$ cat config.mk
export PLATFORM = sky130hd
export DESIGN_NAME = pc_gen_unit
export DESIGN_NICKNAME = d
export VERILOG_FILES = /design/src/rtl/pc_pkg.sv /design/src/rtl/pc_ras.sv /design/src/rtl/pc_gen_unit.sv
export SDC_FILE = /design/constraint.sdc
export NUM_CORES = 1
export LEC_CHECK = 0
export CORE_MARGIN = 8
export CORE_UTILIZATION = 42
export CTS_CLUSTER_DIAMETER = 30
export DETAILED_ROUTE_END_ITERATION = 6
export GPL_TIMING_DRIVEN = 0
export PLACE_DENSITY = 0.86
export SYNTH_ARGS = -nofsm -noshare
export SYNTH_HDL_FRONTEND = slang
export SYNTH_SLANG_ARGS = --single-unit
$ cat constraint.sdc
create_clock -name clk -period 2.1 [get_ports clk]
set_clock_uncertainty 0.15 [all_clocks]
set_input_delay 0.42 -clock clk [delete_from_list [all_inputs] [get_ports clk]]
set_output_delay 0.42 -clock clk [all_outputs]
set_load 0.01 [all_outputs]
$ cat src/rtl/pc_pkg.sv
// Shared types and constants for the fetch-stage program-counter generator.
package pc_pkg;

    typedef enum logic [1:0] {
        BOOT = 2'd0,
        RUN  = 2'd1,
        HOLD = 2'd2
    } pc_state_e;

    typedef enum logic [1:0] {
        RD_NONE = 2'd0,
        RD_BR   = 2'd1,
        RD_TRAP = 2'd2
    } redirect_kind_e;

    // Low PC bits cleared on every redirect target.
    localparam logic [1:0] INSTR_ALIGN_MASK = 2'b11;

endpackage

$ cat src/rtl/pc_ras.sv
// Circular return-address stack: push/pop/clear, oldest entry overwritten when full.
module pc_ras #(
    parameter int unsigned XLEN      = 32,
    parameter int unsigned RAS_DEPTH = 4
) (
    input  logic            clk,
    input  logic            rst,
    input  logic            push_i,
    input  logic            pop_i,
    input  logic            clear_i,
    input  logic [XLEN-1:0] push_data_i,
    output logic [XLEN-1:0] top_o,
    output logic            empty_o
);

    localparam int unsigned PtrW = $clog2(RAS_DEPTH);
    localparam logic [PtrW:0] Full = (PtrW+1)'(RAS_DEPTH);

    logic [XLEN-1:0] mem_q [RAS_DEPTH];
    logic [PtrW-1:0] top_q, top_d;
    logic [PtrW:0]   cnt_q, cnt_d;
    logic            wr_en;
    logic [PtrW-1:0] wr_idx;

    always_comb begin
        top_d  = top_q;
        cnt_d  = cnt_q;
        wr_en  = 1'b0;
        wr_idx = top_q;
        if (clear_i) begin
            cnt_d = '0;
        end else if (push_i && pop_i) begin
            // Call and return together: replace the top in place.
            wr_en = 1'b1;
        end else if (push_i) begin
            top_d  = top_q + 1'b1;
            wr_idx = top_d;
            wr_en  = 1'b1;
            cnt_d  = (cnt_q == Full) ? cnt_q : cnt_q + 1'b1;
        end else if (pop_i) begin
            top_d = top_q - 1'b1;
            cnt_d = cnt_q - 1'b1;
        end
    end

    always_ff @(posedge clk or posedge rst) begin
        if (rst) begin
            top_q <= '0;
            cnt_q <= '0;
        end else begin
            top_q <= top_d;
            cnt_q <= cnt_d;
        end
    end

    always_ff @(posedge clk) begin
        if (wr_en) begin
            mem_q[wr_idx] <= push_data_i;
        end
    end

    assign top_o   = mem_q[top_q];
    assign empty_o = (cnt_q == '0);

endmodule

$ cat src/rtl/pc_gen_unit.sv
// Fetch PC generator: handshake advance, prioritised trap/branch redirects latched across stalls.
// Optional return-address stack built when PC_RAS_EN is defined.
module pc_gen_unit
    import pc_pkg::*;
#(
    parameter int unsigned    XLEN         = 32,
    parameter logic [XLEN-1:0] RESET_VECTOR = '0,
    parameter int unsigned    INSTR_BYTES  = 4,
    parameter int unsigned    RAS_DEPTH    = 4
) (
    input  logic            clk,
    input  logic            rst,
    input  logic            stall_i,
    input  logic            imem_ready_i,
    input  logic            trap_i,
    input  logic [XLEN-1:0] trap_target_i,
    input  logic            br_redirect_i,
    input  logic [XLEN-1:0] br_target_i,
    input  logic            call_i,
    input  logic            ret_i,
    output logic [XLEN-1:0] pc_o,
    output logic            pc_valid_o,
    output logic [XLEN-1:0] pc_plus_o,
    output logic            redirect_pend_o
);

    localparam logic [XLEN-1:0] AlignKeep = ~XLEN'(INSTR_ALIGN_MASK);

    pc_state_e       state_q, state_d;
    redirect_kind_e  pend_kind_q, pend_kind_d;
    logic [XLEN-1:0] pend_tgt_q, pend_tgt_d;
    logic [XLEN-1:0] pc_q, pc_d;
    logic            adv, live;
    logic [XLEN-1:0] live_tgt;
    logic            ras_take;
    logic [XLEN-1:0] ras_top;

    assign pc_o            = pc_q;
    assign pc_plus_o       = pc_q + XLEN'(INSTR_BYTES);
    assign pc_valid_o      = (state_q != BOOT);
    assign redirect_pend_o = (state_q == HOLD);

    assign adv      = pc_valid_o & imem_ready_i & ~stall_i;
    assign live     = trap_i | br_redirect_i;
    assign live_tgt = (trap_i ? trap_target_i : br_target_i) & AlignKeep;

`ifdef PC_RAS_EN
    logic ras_ok, ras_empty, ras_push, ras_clear;

    // The stack only tracks fetches that actually proceed sequentially.
    assign ras_ok    = adv & ~live & (state_q != HOLD);
    assign ras_push  = ras_ok & call_i;
    assign ras_take  = ras_ok & ret_i & ~ras_empty;
    assign ras_clear = trap_i | (~stall_i & (state_q == HOLD) & (pend_kind_q == RD_TRAP));

    pc_ras #(
        .XLEN      (XLEN),
        .RAS_DEPTH (RAS_DEPTH)
    ) u_ras (
        .clk         (clk),
        .rst         (rst),
        .push_i      (ras_push),
        .pop_i       (ras_take),
        .clear_i     (ras_clear),
        .push_data_i (pc_plus_o),
        .top_o       (ras_top),
        .empty_o     (ras_empty)
    );
`else
    localparam int unsigned unused_ras_depth = RAS_DEPTH;
    logic unused_ras_ports;

    assign unused_ras_ports = call_i ^ ret_i;
    assign ras_take         = 1'b0;
    assign ras_top          = '0;
`endif

    always_comb begin
        state_d     = state_q;
        pc_d        = pc_q;
        pend_kind_d = pend_kind_q;
        pend_tgt_d  = pend_tgt_q;
        if (stall_i) begin
            if (trap_i) begin
                pend_kind_d = RD_TRAP;
                pend_tgt_d  = live_tgt;
            end else if (br_redirect_i && (pend_kind_q != RD_TRAP)) begin
                pend_kind_d = RD_BR;
                pend_tgt_d  = live_tgt;
            end
            if (live || (state_q == HOLD)) begin
                state_d = HOLD;
            end else if (state_q == BOOT) begin
                state_d = RUN;
            end
        end else begin
            state_d     = RUN;
            pend_kind_d = RD_NONE;
            if (live) begin
                pc_d = live_tgt;
            end else if (state_q == HOLD) begin
                pc_d = pend_tgt_q;
            end else if (ras_take) begin
                pc_d = ras_top;
            end else if (adv) begin
                pc_d = pc_plus_o;
            end
        end
    end

    always_ff @(posedge clk or posedge rst) begin
        if (rst) begin
            state_q     <= BOOT;
            pc_q        <= RESET_VECTOR;
            pend_kind_q <= RD_NONE;
            pend_tgt_q  <= '0;
        end else begin
            state_q     <= state_d;
            pc_q        <= pc_d;
            pend_kind_q <= pend_kind_d;
            pend_tgt_q  <= pend_tgt_d;
        end
    end

endmodule
==> metrics.txt, run 1 <==
CP Capture Type=primary output; Worst EP arrival=2.12 ns; Switching Share=37.8%; sequential share of power=35.2%; final setup margin=-0.594 ns; root cell of the clock tree=clkbuf_8; Slew HR=51.5%; Final Hold Viols=0; failing checks=setup timing; Max Cap Viol=0; I/O pin cnt=138; pwr dens=655 mW/mm²; LEAKAGE=3.13 nW; Max Clock Freq=0.371 GHz; Max Transition Viols Final=0; via count=5711; share of async-settable or async-resettable flops after synthesis=100%; Port-buffer cells=127; Worst-Skew Late Latency=0.36 ns; vias per inst=6.54; Clock transition at path regs=0.08 ns; FP Rows=36; CP max stage cell=dfrtp_2; Hold Crit Class=input pin to async pin; initial core utilization=43.4%; Num CTS Buffers=9; CP max FO=6; critical-path cell list=and4_4, and4_1, buf_6, nand2_4, or3_4, xnor2_2, buf_2; pre-CTS setup slack=-1.12 ns; status=complete, but fails checks; vias in the first global route=5608; switching power of the nets=1.76 mW; P_int=2.89 mW; Tmin final=2.69 ns; nets=808; worst reg-to-reg path cell count=8; synthesized flop and latch total=64; synthesized area=0.00426 mm²; Synth Flop Type=dfrtp_1; drt wl/cell=23.7 µm; RSZ-0062 raised after global routing=yes; Clk pwr share=21.7%; Filler cells=671; Finished Core Util=72.3%; die span in y=117 µm; Core Footprint=0.00982 mm²; data required time at the worst endpoint=1.53 ns; first-pass GRT wire length=28.9 mm; RePlAce Congestion=0.922; total track usage=27.6%; Least-Margin Pin Slew=0.726 ns; Buf/Inv on CP=2; share of cells above drive strength 1=35.4%; grt ovf=0; Reg2Reg Setup Slack=-0.01 ns; Design Power=4.65 mW; Final ANT Viol Nets=0; Post-synth EDFFs=0; DPL Wire Length=12.1 mm; number of distinct library cells after synthesis=64; Post-DP Area=0.00577 mm²; CP top delay family=simple AND/OR/NAND/NOR gates; final setup fails=31; Antenna Cells=0; kind of critical path=flop to primary output; Avg Cell Area, Syn=8.34 µm²; worst r2r src=pc_o[14]; VDD IR max=0.000399 V; Final TNS setup=-9.78 ns; Synth Instances=511; warnings from Yosys=0; die area=0.0136 mm²; drt total wl=20.7 mm; drt first-iter violations=838; Reg-to-Reg End=pc_o[28]; Comb power frac=43.1%; largest net degree at the start of global routing=35; Finished Cell Area=0.00710 mm²; Startpoint Class=flop; DRC errors left=0; H-tree levels=3; CTS tree=built; CTS Buffer Depth=2; DR pass1 iterations=6; initial antenna violation count=0; Max stage delay on crit path=0.42 ns; TritonCTS Sinks=64; Area Overhead vs Synth=66.5%; final worst-path cycle share=128%; post-synthesis sequential area ratio=37.6%; Die X=117 µm
==> worst max-delay path by stage <==
stage              from             to  cells past startpoint
2_1_floorplan   pc_o[5]  pc_plus_o[31]                      7
3_3_place_gp    pc_o[2]  pc_plus_o[30]                      6
3_5_place_dp    pc_o[2]  pc_plus_o[30]                      6
4_1_cts         pc_o[4]  pc_plus_o[31]                      8
5_1_grt        pc_o[14]  pc_plus_o[31]                      7
6_report       pc_o[14]  pc_plus_o[31]                      7
==> metal layers <==
metal  track usage (%)  vias to the layer above  wire [µm]
met1              31.7                     2695       6880
li1                  -                     2304          -
met2              44.2                      563       9700
met3              7.86                      149       2750
met5                 0                        -          0
met4              18.1                        0       1340
==> state kept, by name (all words and copies together), names as in the netlist <==
signal       flops
pc_o            30
state_q          2
pend_tgt_q      30
pend_kind_q      2
==> cell type report <==
type	instances	area, µm²	area share (%)
multi-input combinational	398	2920	41.1
timing repair buffer	216	1920	27.0
sequential	64	1630	22.9
buffer	37	250	3.52
tap	133	166	2.34
clock buffer	12	145	2.04
inverter	9	40.0	0.564
clock inverter	4	30.0	0.423
==> cells in the mapped netlist (all sizes together), types with 2 or more instances <==
cell / instances / area, µm²
a21oi: 45 / 225
a221o: 3 / 30.0
xor2: 7 / 61.3
or2: 5 / 31.3
xnor2: 17 / 149
nor3: 16 / 103
a21boi: 2 / 15.0
nor2b: 6 / 37.5
o32ai: 2 / 17.5
a22oi: 8 / 60.1
o22ai: 3 / 18.8
nand2: 37 / 146
inv: 9 / 33.8
a31oi: 11 / 68.8
o21a: 2 / 15.0
o31a: 2 / 17.5
a221oi: 11 / 96.3
nor2: 67 / 251
a211oi: 4 / 35.0
nand2b: 2 / 12.5
nand4: 11 / 75.1
o22a: 3 / 26.3
o211ai: 2 / 15.0
mux2i: 28 / 280
nand3: 16 / 85.1
a31o: 4 / 35.0
o21ai: 35 / 175
buf: 16 / 100
or3: 7 / 48.8
o2bb2ai: 3 / 26.3
dfrtp: 64 / 1600
nand3b: 2 / 15.0
o31ai: 2 / 15.0
and3: 9 / 56.3
clkbuf: 27 / 101
nor4: 3 / 18.8
and4: 4 / 35.0
and2: 4 / 25.0
==> power by group through the flow <==
stage | combinational, mW | sequential, mW | clock [mW]
6_report | 2.00 | 1.64 | 1.01
2_1_floorplan | 0.687 | 1.65 | 0
4_1_cts | 1.73 | 1.62 | 0.978
5_1_grt | 2.10 | 1.65 | 1.06
3_3_place_gp | 1.45 | 1.65 | 0
3_5_place_dp | 1.49 | 1.67 | 0
==> cell usage in the layout (no fill, tap or decap), types with 7 or more instances in the layout <==
cell,Yosys,final
clkdlybuf4s50_1,0,89
buf_4,4,77
nor2_1,67,64
a21oi_1,45,43
dfrtp_1,64,42
o21ai_0,33,32
nand2_1,36,31
mux2i_1,28,27
buf_2,8,27
buf_6,2,26
dfrtp_2,0,22
clkbuf_2,0,12
a31oi_1,11,11
xnor2_2,0,10
nand4_1,10,10
a221oi_1,11,10
clkbuf_8,0,10
nand3_1,15,8
a22oi_1,8,8
nor3_1,14,8
inv_1,8,7
nand3_4,0,7
==> per-stage QoR <==
stage | cells | hold slack, ns
after CTS | 847 | 0.385
after global routing | 873 | 0.405
after global placement | 774 | 0.359
final | 873 | 0.372
after floorplan | 514 | 0.340
after detailed placement | 775 | 0.370
==> cell families (layout without fill, tap and decap cells) <==
group / after synthesis / count (layout) / synth area share (%)
AOI/OAI and AO/OA: 150 / 150 / 22.6
xor gates and xnor gates: 24 / 24 / 4.93
adders and majority gates: 1 / 1 / 0.293
buffers and inverters: 52 / 278 / 5.52
DFF: 64 / 64 / 37.6
muxes: 28 / 28 / 6.57
other: 1 / 4 / 0.0879
and+or+nand+nor: 191 / 191 / 22.4
==> worst reg2reg max path, stage by stage (launching register included) <==
cell and delay [ns]:
dfrtp_2 0.42, and4_4 0.28, nand4_4 0.17, buf_6 0.20, nor3_4 0.21, xor2_2 0.10, buf_4 0.14, buf_4 0.12
a31o_2 0.21
==> repair_timing <==
item,4_1_cts,5_1_grt
endpoints found under the setup margin,91,85
gates resized for setup,223,77
hold endpoints to repair,0,0
setup buffers,61,33
hold buffers,0,0
pin swaps,33,40
Note: power is estimated with default switching activity, not from simulation.
==> run 2, diff against run 1 <==
- CORE_MARGIN: 8 -> default
==> run 2 against run 1 <==
  * The flow still finishes with violations (setup timing)
  * Routed wire length down 8.8%
  * Hold slack gained 0.0060 ns
  * Flip-flop and latch count unchanged
  * Sequential share of layout area is 0.64 points higher
  * Clock power is essentially flat
  * Worst setup slack got worse by 0.015 ns
  * Design area decreased by 2.9%
  * Global-route usage is 6.4 points higher
  * Cell count shrank 2.6%
  * Critical path type unchanged
  * Largest power group unchanged
==> metrics.txt, run 2 (synthesis results as in run 1) <==
kind of critical path=flop to primary output; Port-buffer cells=127 (unchanged); RePlAce Congestion=0.935 (+1.3%); Final Hold Viols=0 (unchanged); via count=5461 (-4.4%); drt total wl=18.8 mm (-8.8%); FP Rows=36 (unchanged); data required time at the worst endpoint=1.53 ns (about the same); H-tree levels=3 (unchanged); initial antenna violation count=0 (unchanged); first-pass GRT wire length=26.7 mm (-7.7%); commonest non-fill, non-tap cell in the layout=clkdlybuf4s50_1; Critical Path Start=pc_o[6]; vias per inst=6.42 (-1.8%); Antenna Cells=0 (unchanged); Reg2Reg Setup Slack=-0.16 ns (-0.15 ns); hold_buf cts=0 (unchanged); Num CTS Buffers=9 (unchanged); die area=0.0106 mm² (-23%); total track usage=34.0% (+6.4 points); Max Clock Freq=0.369 GHz (-0.54%); CP Capture Type=primary output; worst r2r src=pc_o[6]; VDD IR max=0.000369 V (-7.5%); CTS Buffer Depth=2 (unchanged); Least-Margin Pin Slew=0.747 ns (+0.0216 ns); DPL Wire Length=11.1 mm (-8.3%); Post-DP Area=0.00577 mm² (unchanged); Startpoint Class=flop; final setup margin=-0.609 ns (-0.0147 ns); worst reg-to-reg path cell count=9 (+1); commonest non-fill, non-tap cells in the layout=clkdlybuf4s50_1 (88), nor2_1 (64), buf_4 (60); CTS tree=built; Area Overhead vs Synth=61.7%; Tmin final=2.71 ns (+0.0147 ns); Hold Crit Class=input pin to async pin; CP max stage cell=or3_4; I/O pin cnt=138 (unchanged); Reg-to-Reg End=pc_o[29]; initial core utilization=43.4% (unchanged); drt wl/cell=22.2 µm (-6.4%); root cell of the clock tree=clkbuf_8; LEAKAGE=3.01 nW (-3.8%); Core Footprint=0.00982 mm² (unchanged); RSZ-0062 raised after global routing=yes; DR pass1 iterations=6 (unchanged); die span in y=103 µm (-12%); CP max FO=5 (-1); Max Transition Viols Final=0 (unchanged); status=complete, but fails checks; Max Cap Viol=0 (unchanged); share of cells above drive strength 1=33.3% (-2.1 points); Filler cells=717 (+6.9%); Worst EP arrival=2.14 ns (+0.02 ns); Finished Cell Area=0.00690 mm² (-2.9%); DRC errors left=0 (unchanged); final setup fails=28 (-9.7%); pwr dens=658 mW/mm² (+0.52%); grt ovf=0 (unchanged); final worst-path cycle share=129% (+0.70 points); critical-path cell list=and4_1, buf_6, and4_4, nand2_4, or3_4, xnor2_2, buf_2; Final ANT Viol Nets=0 (unchanged); largest net degree at the start of global routing=34 (-2.9%); Clock transition at path regs=0.07 ns (about the same); drt first-iter violations=668 (-20%); Die X=103 µm (-12%); Slew HR=50.1% (-1.4 points); Worst-Skew Late Latency=0.36 ns (about the same); nets=786 (-2.7%); Max stage delay on crit path=0.40 ns (-0.02 ns); failing checks=setup timing; vias in the first global route=5211 (-7.1%); TritonCTS Sinks=64 (unchanged); pre-CTS setup slack=-1.13 ns (-0.00993 ns)
## run 2: cell count changes in the layout (fill, tap and decap cells not counted), moves of 3 or more
cell	delta
buf_4	-17
clkbuf_4	+3
nand3_4	-3
buf_6	-7
clkbuf_1	-3
## run 2: repair_timing
item / CTS / global route
buffers inserted: 51 / 24
pin swaps: 34 / 29
resized for setup: 223 / 71
endpoints found under the hold margin: 0 / 0
endpoints found under the setup margin: 91 / 86
## run 2: report_power, final
part / leakage (nW) / switching (mW) / internal, mW
combinational: 2.21 / 0.940 / 0.945
clock: 0.0882 / 0.519 / 0.483
sequential: 0.715 / 0.223 / 1.43
total: 3.01 / 1.68 / 2.86
## run 2: worst max path at each step
stage	to	slack [ns]	depth (start not counted)
after floorplan	pc_plus_o[31]	-0.19	7
after global placement	pc_plus_o[30]	-1.03	6
after detailed placement	pc_plus_o[30]	-1.13	6
after CTS	pc_plus_o[31]	-0.60	8
after global routing	pc_plus_o[31]	-0.64	7
final	pc_plus_o[31]	-0.61	7
## run 2: critical path: cells and delay by family, from the launching register on
family                    cells  cell delay (ns)
and+or+nand+nor               4             0.98
xor gates and xnor gates      1             0.13
buffers and inverters         2             0.28
DFF                           1             0.39
## run 2: cell type report
cell class / count / area, µm² / area share (%)
Buffer: 34 / 245 / 3.56
Tap cell: 133 / 166 / 2.41
Timing Repair Buffer: 197 / 1780 / 25.8
Inverter: 9 / 40.0 / 0.581
Clock buffer: 12 / 155 / 2.25
Multi-Input combinational cell: 398 / 2870 / 41.6
Clock inverter: 3 / 17.5 / 0.254
Sequential cell: 64 / 1630 / 23.6
## run 2: metal layers
| metal | wire length, µm | vias up | share of wire (%) | GRT usage, % |
|---|---|---|---|---|
| met5 | 0 | - | 0 | 0 |
| met4 | 1150 | 0 | 6.1 | 24.9 |
| met3 | 2380 | 126 | 13 | 7.73 |
| met2 | 8880 | 524 | 47 | 53.9 |
| met1 | 6440 | 2555 | 34 | 40.7 |
| li1 | - | 2256 | - | - |
## run 2: metrics by stage
| stage | utilization [%] | total power, mW | cells | hold WS [ns] | setup TNS, ns |
|---|---|---|---|---|---|
| 2_1_floorplan | - | 2.34 | 514 | 0.340 | -0.950 |
| 3_3_place_gp | 58.5 | 3.08 | 774 | 0.359 | -54.89 |
| 3_5_place_dp | 58.7 | 3.14 | 775 | 0.369 | -58.78 |
| 4_1_cts | 66.8 | 4.27 | 836 | 0.387 | -8.53 |
| 5_1_grt | 70.2 | 4.69 | 850 | 0.420 | -11.75 |
| 6_report | 70.2 | 4.54 | 850 | 0.378 | -10.60 |
==> run 3, diff against run 2 <==
- CTS_CLUSTER_DIAMETER: 30 -> 80
- SLEW_MARGIN: default -> 30
==> run 3 against run 2 <==
  * The run ends with DRC, setup timing left
  * Sequential share of layout area decreased by 0.73 points
  * Non-clock buffer count is 14 higher
  * Power increased by 12%
  * Clock power up 49%
  * Critical endpoint is now pc_plus_o[22]
  * Routed wire length up 7.7%
  * Core utilization grew 2.2 points
==> metrics.txt, run 3 (synthesis results as in run 1) <==
status=complete, but fails checks; failing checks=DRC, setup timing; final setup margin=-0.605 ns (+0.00410 ns); CP top delay family=simple AND/OR/NAND/NOR gates; final setup fails=28 (unchanged); nets=800 (+1.8%); LEAKAGE=3.17 nW (+5.2%); VDD IR max=0.000484 V (+31%); CP max stage cell=dfrtp_1; Buf/Inv on CP=4 (+2); Max Clock Freq=0.370 GHz (+0.15%); share of cells above drive strength 1=34.6% (+1.2 points); I/O pin cnt=138 (unchanged); first-pass GRT wire length=28.0 mm (+4.9%); TritonCTS Sinks=64 (unchanged); Startpoint Class=flop; Max stage delay on crit path=0.37 ns (-0.03 ns); commonest non-fill, non-tap cells in the layout=clkdlybuf4s50_1 (88), buf_4 (70), nor2_1 (65); total track usage=35.6% (+1.6 points); DRC errors left=21 (+21); Design Power=5.09 mW (+12%); Num CTS Buffers=9 (unchanged); Core Footprint=0.00982 mm² (unchanged); vias per inst=6.65 (+3.5%); die span in y=103 µm (unchanged); CP max FO=5 (unchanged); Antenna Cells=0 (unchanged); vias in the first global route=5467 (+4.9%); Final Hold Viols=0 (unchanged); hold_buf cts=0 (unchanged); pwr dens=716 mW/mm² (+8.8%); met2 WL post-DR=9.07 mm (+2.2%); Tmin final=2.71 ns (-0.00410 ns); drt wl/cell=23.5 µm (+5.8%); DR pass1 iterations=7 (+1); via count=5754 (+5.4%); H-tree levels=3 (unchanged); final worst-path cycle share=129% (-0.20 points); Most Frequent Cell on Critical Path=buf_6; M1 WL=6.66 mm (+3.5%); non-filler instance count after layout=865 (+1.8%); kind of critical path=flop to primary output; drt total wl=20.3 mm (+7.7%); footprint of the multi-input gates=0.00289 mm² (+0.74%); commonest non-fill, non-tap cell in the layout=clkdlybuf4s50_1; root cell of the clock tree=clkbuf_8; Worst EP arrival=2.14 ns (about the same); worst reg-to-reg path cell count=9 (unchanged); CTS tree=built; Port-buffer cells=127 (unchanged); Seq. cell area=0.00163 mm² (about the same); critical-path cell list=and4_1, buf_6, buf_6, nand4_4, buf_6, o31a_1, or2_1, buf_2; Area Overhead vs Synth=66.8%; grt ovf=0 (unchanged); Max Cap Viol=0 (unchanged); RSZ-0062 raised after global routing=yes; die area=0.0106 mm² (unchanged); Slew HR=60.4% (+10 points); Least-Margin Pin Slew=0.592 ns (-0.156 ns); DPL Wire Length=11.0 mm (-0.29%); Die X=103 µm (unchanged); Clock transition at path regs=0.07 ns (about the same); Max Transition Viols Final=0 (unchanged); Final ANT Viol Nets=0 (unchanged); initial core utilization=43.4% (unchanged); met3 WL=2.91 mm (+22%); data required time at the worst endpoint=1.53 ns (about the same); initial antenna violation count=0 (unchanged); drt first-iter violations=750 (+12%); CP Depth=8 (+1); placed cells=776 (+0.13%); Filler cells=687 (-4.2%); largest net degree at the start of global routing=30 (-12%); top layer in use=met4; CTS Buffer Depth=2 (unchanged); FP Rows=36 (unchanged); Hold Crit Class=input pin to async pin; RePlAce Congestion=0.935 (unchanged); Worst-Skew Late Latency=0.37 ns (about the same); CP Capture Type=primary output
-- run 3: cell types whose count changed in the layout (fill, tap and decap cells not counted), sizes merged --
cell / change
buf: +17
bufinv: +4
clkbuf: -4
clkdlybuf4s15: -2
clkinv: -1
clkinvlp: +1
dlygate4sd2: -1
dlymetal6s2s: +1
-- run 3: area by class of cell --
cell class,count,share of cell area (%)
buffer,36,3.64
clock buffer,9,1.74
clock inverter,7,2.02
inverter,9,0.563
multi-input combinational,398,40.6
sequential,64,22.9
tap,133,2.34
timing repair buffer,209,26.2
-- run 3: path summary, 6_finish.rpt --
kind	to	slack (ns)	startpoint
max in group asynchronous	pc_o[20]	1.15	rst
min in group clk	pend_tgt_q[2]	0.39	pend_tgt_q[2]
setup / recovery	pc_plus_o[22]	-0.61	pc_o[7]
setup reg to reg	pc_o[15]	-0.03	pc_o[7]
hold / removal	pend_tgt_q[5]	0.20	rst
hold reg to reg	pend_tgt_q[2]	0.39	pend_tgt_q[2]
-- run 3: per-stage QoR --
| step | TNS (ns) | util, % | setup slack [ns] | instance area (µm²) | hold slack, ns |
|---|---|---|---|---|---|
| after floorplan | -0.950 | - | -0.192 | 4310 | 0.340 |
| after global placement | -54.89 | 58.5 | -1.03 | 5750 | 0.359 |
| after detailed placement | -58.29 | 59.0 | -1.11 | 5790 | 0.369 |
| after CTS | -9.34 | 68.5 | -0.597 | 6730 | 0.207 |
| after global routing | -11.97 | 72.4 | -0.644 | 7110 | 0.217 |
| final | -10.37 | 72.4 | -0.605 | 7110 | 0.203 |
-- run 3: worst register-to-register path: cells and delay by family, from the launching register on --
family / cells / cell delay (ns)
buffers and inverters: 5 / 0.62
DFF: 1 / 0.39
AOI/OAI and AO/OA: 2 / 0.49
and+or+nand+nor: 2 / 0.40
-- run 3: power by group --
part / total [mW] / switching [mW] / internal [mW] / leakage, nW
registers: 1.64 / 0.212 / 1.43 / 0.716
clock network: 1.49 / 0.575 / 0.911 / 0.126
logic: 1.97 / 0.998 / 0.968 / 2.33
total: 5.09 / 1.78 / 3.31 / 3.17
-- run 3: what timing repair did --
action | 4_1_cts | 5_1_grt
pin swaps | 30 | 26
resized for setup | 224 | 70
endpoints found under the setup margin | 91 | 89
buffers inserted | 57 | 26
-- run 3: per-layer routing --
layer  vias up  global-route usage, %
met3       194                   7.66
met2       651                   56.5
li1       2297                      -
met5         -                      0
met4         0                   23.9
met1      2612                   43.8
==> patch 1, RTL diff (settings of run 2) <==
The 3 states of `pc_state_e` get a one-hot encoding in 3 bits.
--- a/src/rtl/pc_pkg.sv
+++ b/src/rtl/pc_pkg.sv
@@ -2,8 +2,8 @@
 package pc_pkg;
 
-    typedef enum logic [1:0] {
-        BOOT = 2'd0,
-        RUN  = 2'd1,
-        HOLD = 2'd2
+    typedef enum logic [2:0] {
+        BOOT = 3'b001,
+        RUN  = 3'b010,
+        HOLD = 3'b100
     } pc_state_e;
 
Check against the original RTL: same outputs for any inputs over 10 cycles, from zero or initial values and one cycle with rst high; not proved beyond that.
==> patch 1 against run 2 <==
The flow still finishes with violations (negative setup slack). Worst hold slack worse by 0.15 ns. Area after synthesis grew 6.7%. Total power up 4.6%. Critical path depth is the same. Wire length grew 7.4%. Sequential share of layout area fell by 1.5 points. Setup slack improved by 0.089 ns. Sequential cell count up 1. Cell area rose by 8.7%. Highest routed layer unchanged.
==> patch 1: results (changes against run 2) <==
Final GP Congestion -> 0.8959 (-4.2%)
Post-layout nets -> 834 (+6.1%)
Clock-cell share -> 0.02769 (+0.002658)
Initial DRC Count -> 640 (-4.2%)
mux cell area share after synthesis -> 0.05774 (-0.007988)
Clk pin slew, worst setup/hold paths -> 0.09 ns (+0.02 ns)
Final Setup Violations -> 31 (+11%)
Worst slew margin -> 0.5712 (+0.07037)
Cell variety after synth -> 67 (+4.7%)
Final WS setup -> -0.5204 ns (+0.08880 ns)
slowest CP cell -> dfrtp_2
final wirelength -> 20240 um (+7.4%)
first-pass GRT wire length -> 29700 um (+11%)
number of clock sinks -> 65 (+1.6%)
Worst EP arrival -> 2.05 ns (-0.09 ns)
top cells by count, synth -> nor2_1, dfrtp_1, a21oi_1
reg2reg start -> pc_o[2]
comb_multi_in -> 395 (-0.75%)
leakage power -> 3.397 nW (+13%)
total global-route track usage -> 0.3427 (+0.002472)
Layout Cells excl Fill -> 902 (+6.1%)
Non-clock buffer share -> 0.3150 (+0.02180)
synth top area cells -> dfrtp_1, nor2_1, a21oi_1
sequential area share after synthesis -> 0.3577 (-0.01787)
# fillers -> 660 (-7.9%)
share of cells above drive strength 1 -> 0.3747 (+0.04134)
Worst Path Max Fanout -> 7 (+2)
worst vdd ir -> 0.0003452 V (-6.5%)
Inverters, non-clock -> 14 (+5)
sequential cell area -> 0.001653 mm2 (+1.6%)
placed cells -> 783 (+1.0%)
Post-Synth Adder-Cell Area -> 0.002750 (-0.0001848)
failing checks -> negative setup slack
Worst path max stage delay -> 0.46 ns (+0.06 ns)
status -> finished, violations left
==> patch 1: cell count changes after synthesis, sizes merged, moves of 5 or more <==
cell	change
inv	+5
xor2	+6
clkbuf	-13
buf	+16
a2bb2oi	+6
nand4b	+5
nand3b	+5
o2bb2ai	+9
o21ai	-5
or3	-6
a21oi	+9
==> patch 1: cell families (layout without fill, tap and decap cells) <==
group                      after synthesis  in the layout
xor gates and xnor gates                28             28
and+or+nand+nor                        182            182
DFF                                     65             65
other                                    1              4
AOI/OAI and AO/OA                      154            154
adders and majority gates                1              1
muxes                                   26             26
buffers and inverters                   60            306
==> patch 1: metal layers <==
| layer | track usage | routed length, um | vias up | part of all wire |
|---|---|---|---|---|
| met2 | 0.5742 | 9669 | 565 | 0.48 |
| met5 | 0 | 0 | - | 0 |
| met4 | 0.1815 | 1225 | 0 | 0.061 |
| met3 | 0.05825 | 2198 | 138 | 0.11 |
| met1 | 0.4220 | 7142 | 2663 | 0.35 |
| li1 | - | - | 2357 | - |
==> patch 1: path summary, 6_finish.rpt <==
check / endpoint / slack [ns] / depth (start not counted)
worst min register to register: pend_tgt_q[19] / 0.39 / 2
worst max register to register: pc_o[14] / -0.14 / 9
max in group asynchronous: pc_o[14] / 0.88 / 4
worst max-delay path: pc_plus_o[22] / -0.52 / 7
min in group clk: state_q[1] / 0.30 / 2
worst min-delay path: pc_o[16] / 0.23 / 2
==> patch 1: what timing repair did <==
| item | 4_1_cts | 5_1_grt |
|---|---|---|
| endpoints found under the setup margin | 60 | 82 |
| hold buffers | 0 | 0 |
| gates resized for setup | 222 | 41 |
| setup buffers | 80 | 25 |
| cloned | 1 | 0 |
| pin swaps | 48 | 32 |
==> patch 1: worst max-delay path: cells and delay by family (launching register included) <==
kind	cells	cell delay, ns
XOR/XNOR	1	0.19
adder cells (fa/ha/maj)	1	0.16
buffers and inverters	2	0.28
flip-flops	1	0.46
AND/OR/NAND/NOR	3	0.60
==> patch 1: power groups by stage <==
stage	Combinational, mW	Clock (mW)	Sequential [mW]
after CTS	1.76	1.15	1.59
after global routing	2.04	1.22	1.63
final	1.94	1.19	1.62
after global placement	1.38	0	1.65
after floorplan	0.690	0	1.65
after detailed placement	1.43	0	1.67
==> patch 1: metrics by stage <==
stage | area, um2 | hold slack (ns) | setup TNS [ns] | setup WS (ns)
2_1_floorplan | 4587 | 0.3306 | -0.1188 | -0.08053
3_3_place_gp | 6008 | 0.3394 | -31.03 | -0.7389
3_5_place_dp | 6056 | 0.3573 | -33.45 | -0.8615
4_1_cts | 7203 | 0.2446 | -7.533 | -0.3969
5_1_grt | 7500 | 0.2490 | -11.82 | -0.5462
6_report | 7500 | 0.2272 | -10.44 | -0.5204
==> patch 2, RTL diff (settings of run 2) <==
Made on the original files. Build with the macro `PC_RAS_EN` defined.
--- a/src/rtl/pc_gen_unit.sv
+++ b/src/rtl/pc_gen_unit.sv
@@ -1,4 +1,6 @@
 // Fetch PC generator: handshake advance, prioritised trap/branch redirects latched across stalls.
 // Optional return-address stack built when PC_RAS_EN is defined.
+`define PC_RAS_EN
+
 module pc_gen_unit
     import pc_pkg::*;
Function: changed (a bounded check fails within 4 cycles, from zero or initial values and one cycle with rst high).
==> patch 2 against run 2 <==
The run ends with design-rule violations, negative setup slack left. Wire length rose to 2.6 times the old value. Worst hold slack worse by 0.26 ns. Cell area rose by 120%. Synthesized cell count increased by 55%. Global-route usage decreased by 1.4 points. Sequential cell count rose by 135. Setup slack got worse by 0.16 ns. Total power rose to 2.8 times the old value. Combinational power rose to 2.6 times the old value. Area after synthesis up 130%. Highest routed layer is now met5. Die area is 130% higher. Critical endpoint is now pc_plus_o[24].
==> patch 2: results (changes against run 2) <==
status -> finished, violations left
failing checks -> design-rule violations, negative setup slack
sequential area share after synthesis -> 0.5721 (+0.1965)
cts bufs inserted -> 17 (+8)
Ys Warns -> 0 (unchanged)
largest net degree at the start of global routing -> 39 (+15%)
Post-layout nets -> 1199 (+53%)
Most flops, register -> u_ras.mem_q
Final WS setup -> -0.7675 ns (-0.1584 ns)
DRC -> 445 (+445)
max FFs per register -> 128
Final Setup Violations -> 247 (+780%)
top cells by count, synth -> edfxtp_1, nor2_1, dfrtp_1
Worst Path Max Fanout -> 4 (-1)
Hold Crit Class -> in2reg
worst vdd ir -> 0.0008209 V (+120%)
Syn Nets -> 871
Initial DRC Count -> 2512 (+280%)
Max Root-Sink Buffers -> 2 (unchanged)
latest clock arrival within the worst-skew pair -> 0.47 ns (+0.11 ns)
iteration count of the initial detailed-routing pass -> 7 (+1)
vias in the first global route -> 9109 (+75%)
Most used DFF post-synth -> edfxtp_1
CTS root buf -> clkbuf_16
DR vias/cell -> 7.195 (+12%)
leakage power -> 5.823 nW (+93%)
# fillers -> 1352 (+89%)
Final GP Congestion -> 0.9490 (+1.5%)
antenna violations before repair -> 0 (unchanged)
Post-synth EDFFs -> 128 (+128)
share of cells above drive strength 1 -> 0.4062 (+0.07283)
total gr overflow -> 0 (unchanged)
ys async rst share -> 0.3568 (-0.6432)
first-pass GRT wire length -> 56740 um (+110%)
total negative slack -> -89.05 ns (-78.45 ns)
Placement Cell Area -> 0.01184 mm2 (+110%)
PortBufs -> 131 (+3.1%)
Wirelength per Cell -> 33.80 um (+52%)
Worst slew margin -> 0.3922 (-0.1086)
# diodes -> 0 (unchanged)
Cell variety after synth -> 83 (+30%)
Worst EP arrival -> 2.30 ns (+0.16 ns)
total global-route track usage -> 0.3258 (-0.01444)
Post-DP HPWL -> 21850 um (+98%)
synth top area cells -> edfxtp_1, dfrtp_1, mux4_2
Clk pin slew, worst setup/hold paths -> 0.09 ns (+0.02 ns)
# H-tree levels -> 4 (+1)
[patch 2: worst paths after layout]
| path | depth (start not counted) | slack [ns] | endpoint | startpoint |
|---|---|---|---|---|
| hold reg to reg | 2 | 0.39 | pend_tgt_q[19] | pend_tgt_q[19] |
| setup / recovery | 7 | -0.77 | pc_plus_o[24] | pc_o[2] |
| setup reg to reg | 7 | -0.76 | u_ras.mem_q[3][13] | u_ras.top_q[1] |
| hold / removal | 2 | 0.12 | state_q[0] | stall_i |
| min in group asynchronous | 2 | 0.35 | state_q[0] | rst |
| max in group asynchronous | 3 | 0.71 | pc_o[22] | rst |
[patch 2: logic make-up (layout without fill, tap and decap cells)]
logic type | after synthesis | count (layout) | synth area share
AND/OR/NAND/NOR | 238 | 239 | 0.1187
multiplexers | 66 | 66 | 0.1084
AO/OA/AOI/OAI | 190 | 192 | 0.1318
buffers and inverters | 69 | 407 | 0.03783
XOR/XNOR | 27 | 27 | 0.02407
flip-flops | 199 | 199 | 0.5721
adder cells (fa/ha/maj) | 5 | 5 | 0.007132
[patch 2: cell type report]
class,instances,area (um2),area share
inverters,14,70.07,0.004708
clock buffers,17,425.4,0.02858
multi-input cells,529,4669,0.3137
flip-flops and latches,199,5655,0.3800
plain buffers,54,528.0,0.03548
well taps,313,391.6,0.02631
clock inverters,15,122.6,0.008239
repair buffers,307,3020,0.2029
[patch 2: power breakdown]
| part | switching, mW | total [mW] | internal [mW] | leakage [nW] |
|---|---|---|---|---|
| logic | 2.62 | 4.84 | 2.21 | 3.61 |
| registers | 0.318 | 4.85 | 4.53 | 1.95 |
| clock network | 1.68 | 3.23 | 1.55 | 0.258 |
[patch 2: timing repair]
action | 4_1_cts | 5_1_grt
setup endpoints to repair | 291 | 272
setup buffers | 82 | 92
cloned | 5 | 6
pin swaps | 43 | 54
resized for setup | 216 | 169
[patch 2: per-stage QoR]
step	util	power [mW]	setup WS (ns)	std cells	hold slack [ns]
2_1_floorplan	-	6.649	-0.9883	794	0.3349
3_3_place_gp	0.5167	7.865	-2.471	1238	0.3569
3_5_place_dp	0.5200	7.951	-2.031	1241	0.3643
4_1_cts	0.5973	11.56	-0.6032	1359	0.09574
5_1_grt	0.6534	13.06	-0.7355	1448	0.1411
6_report	0.6534	12.91	-0.7675	1448	0.1209
[patch 2: routing by layer]
layer,vias to the layer above,routed length [um],track usage
met3,472,8746,0.1142
li1,3697,-,-
met4,2,4687,0.1886
met5,-,43,0
met1,4864,15250,0.4057
met2,1383,20220,0.4931
[patch 2: critical path, cell delays in order, from the launching register on]
cell	delay, ns
dfrtp_2	0.46
ha_4	0.21
nand2_1	0.14
nor2_4	0.17
buf_6	0.19
nand4_1	0.19
xnor2_2	0.28
buf_2	0.19
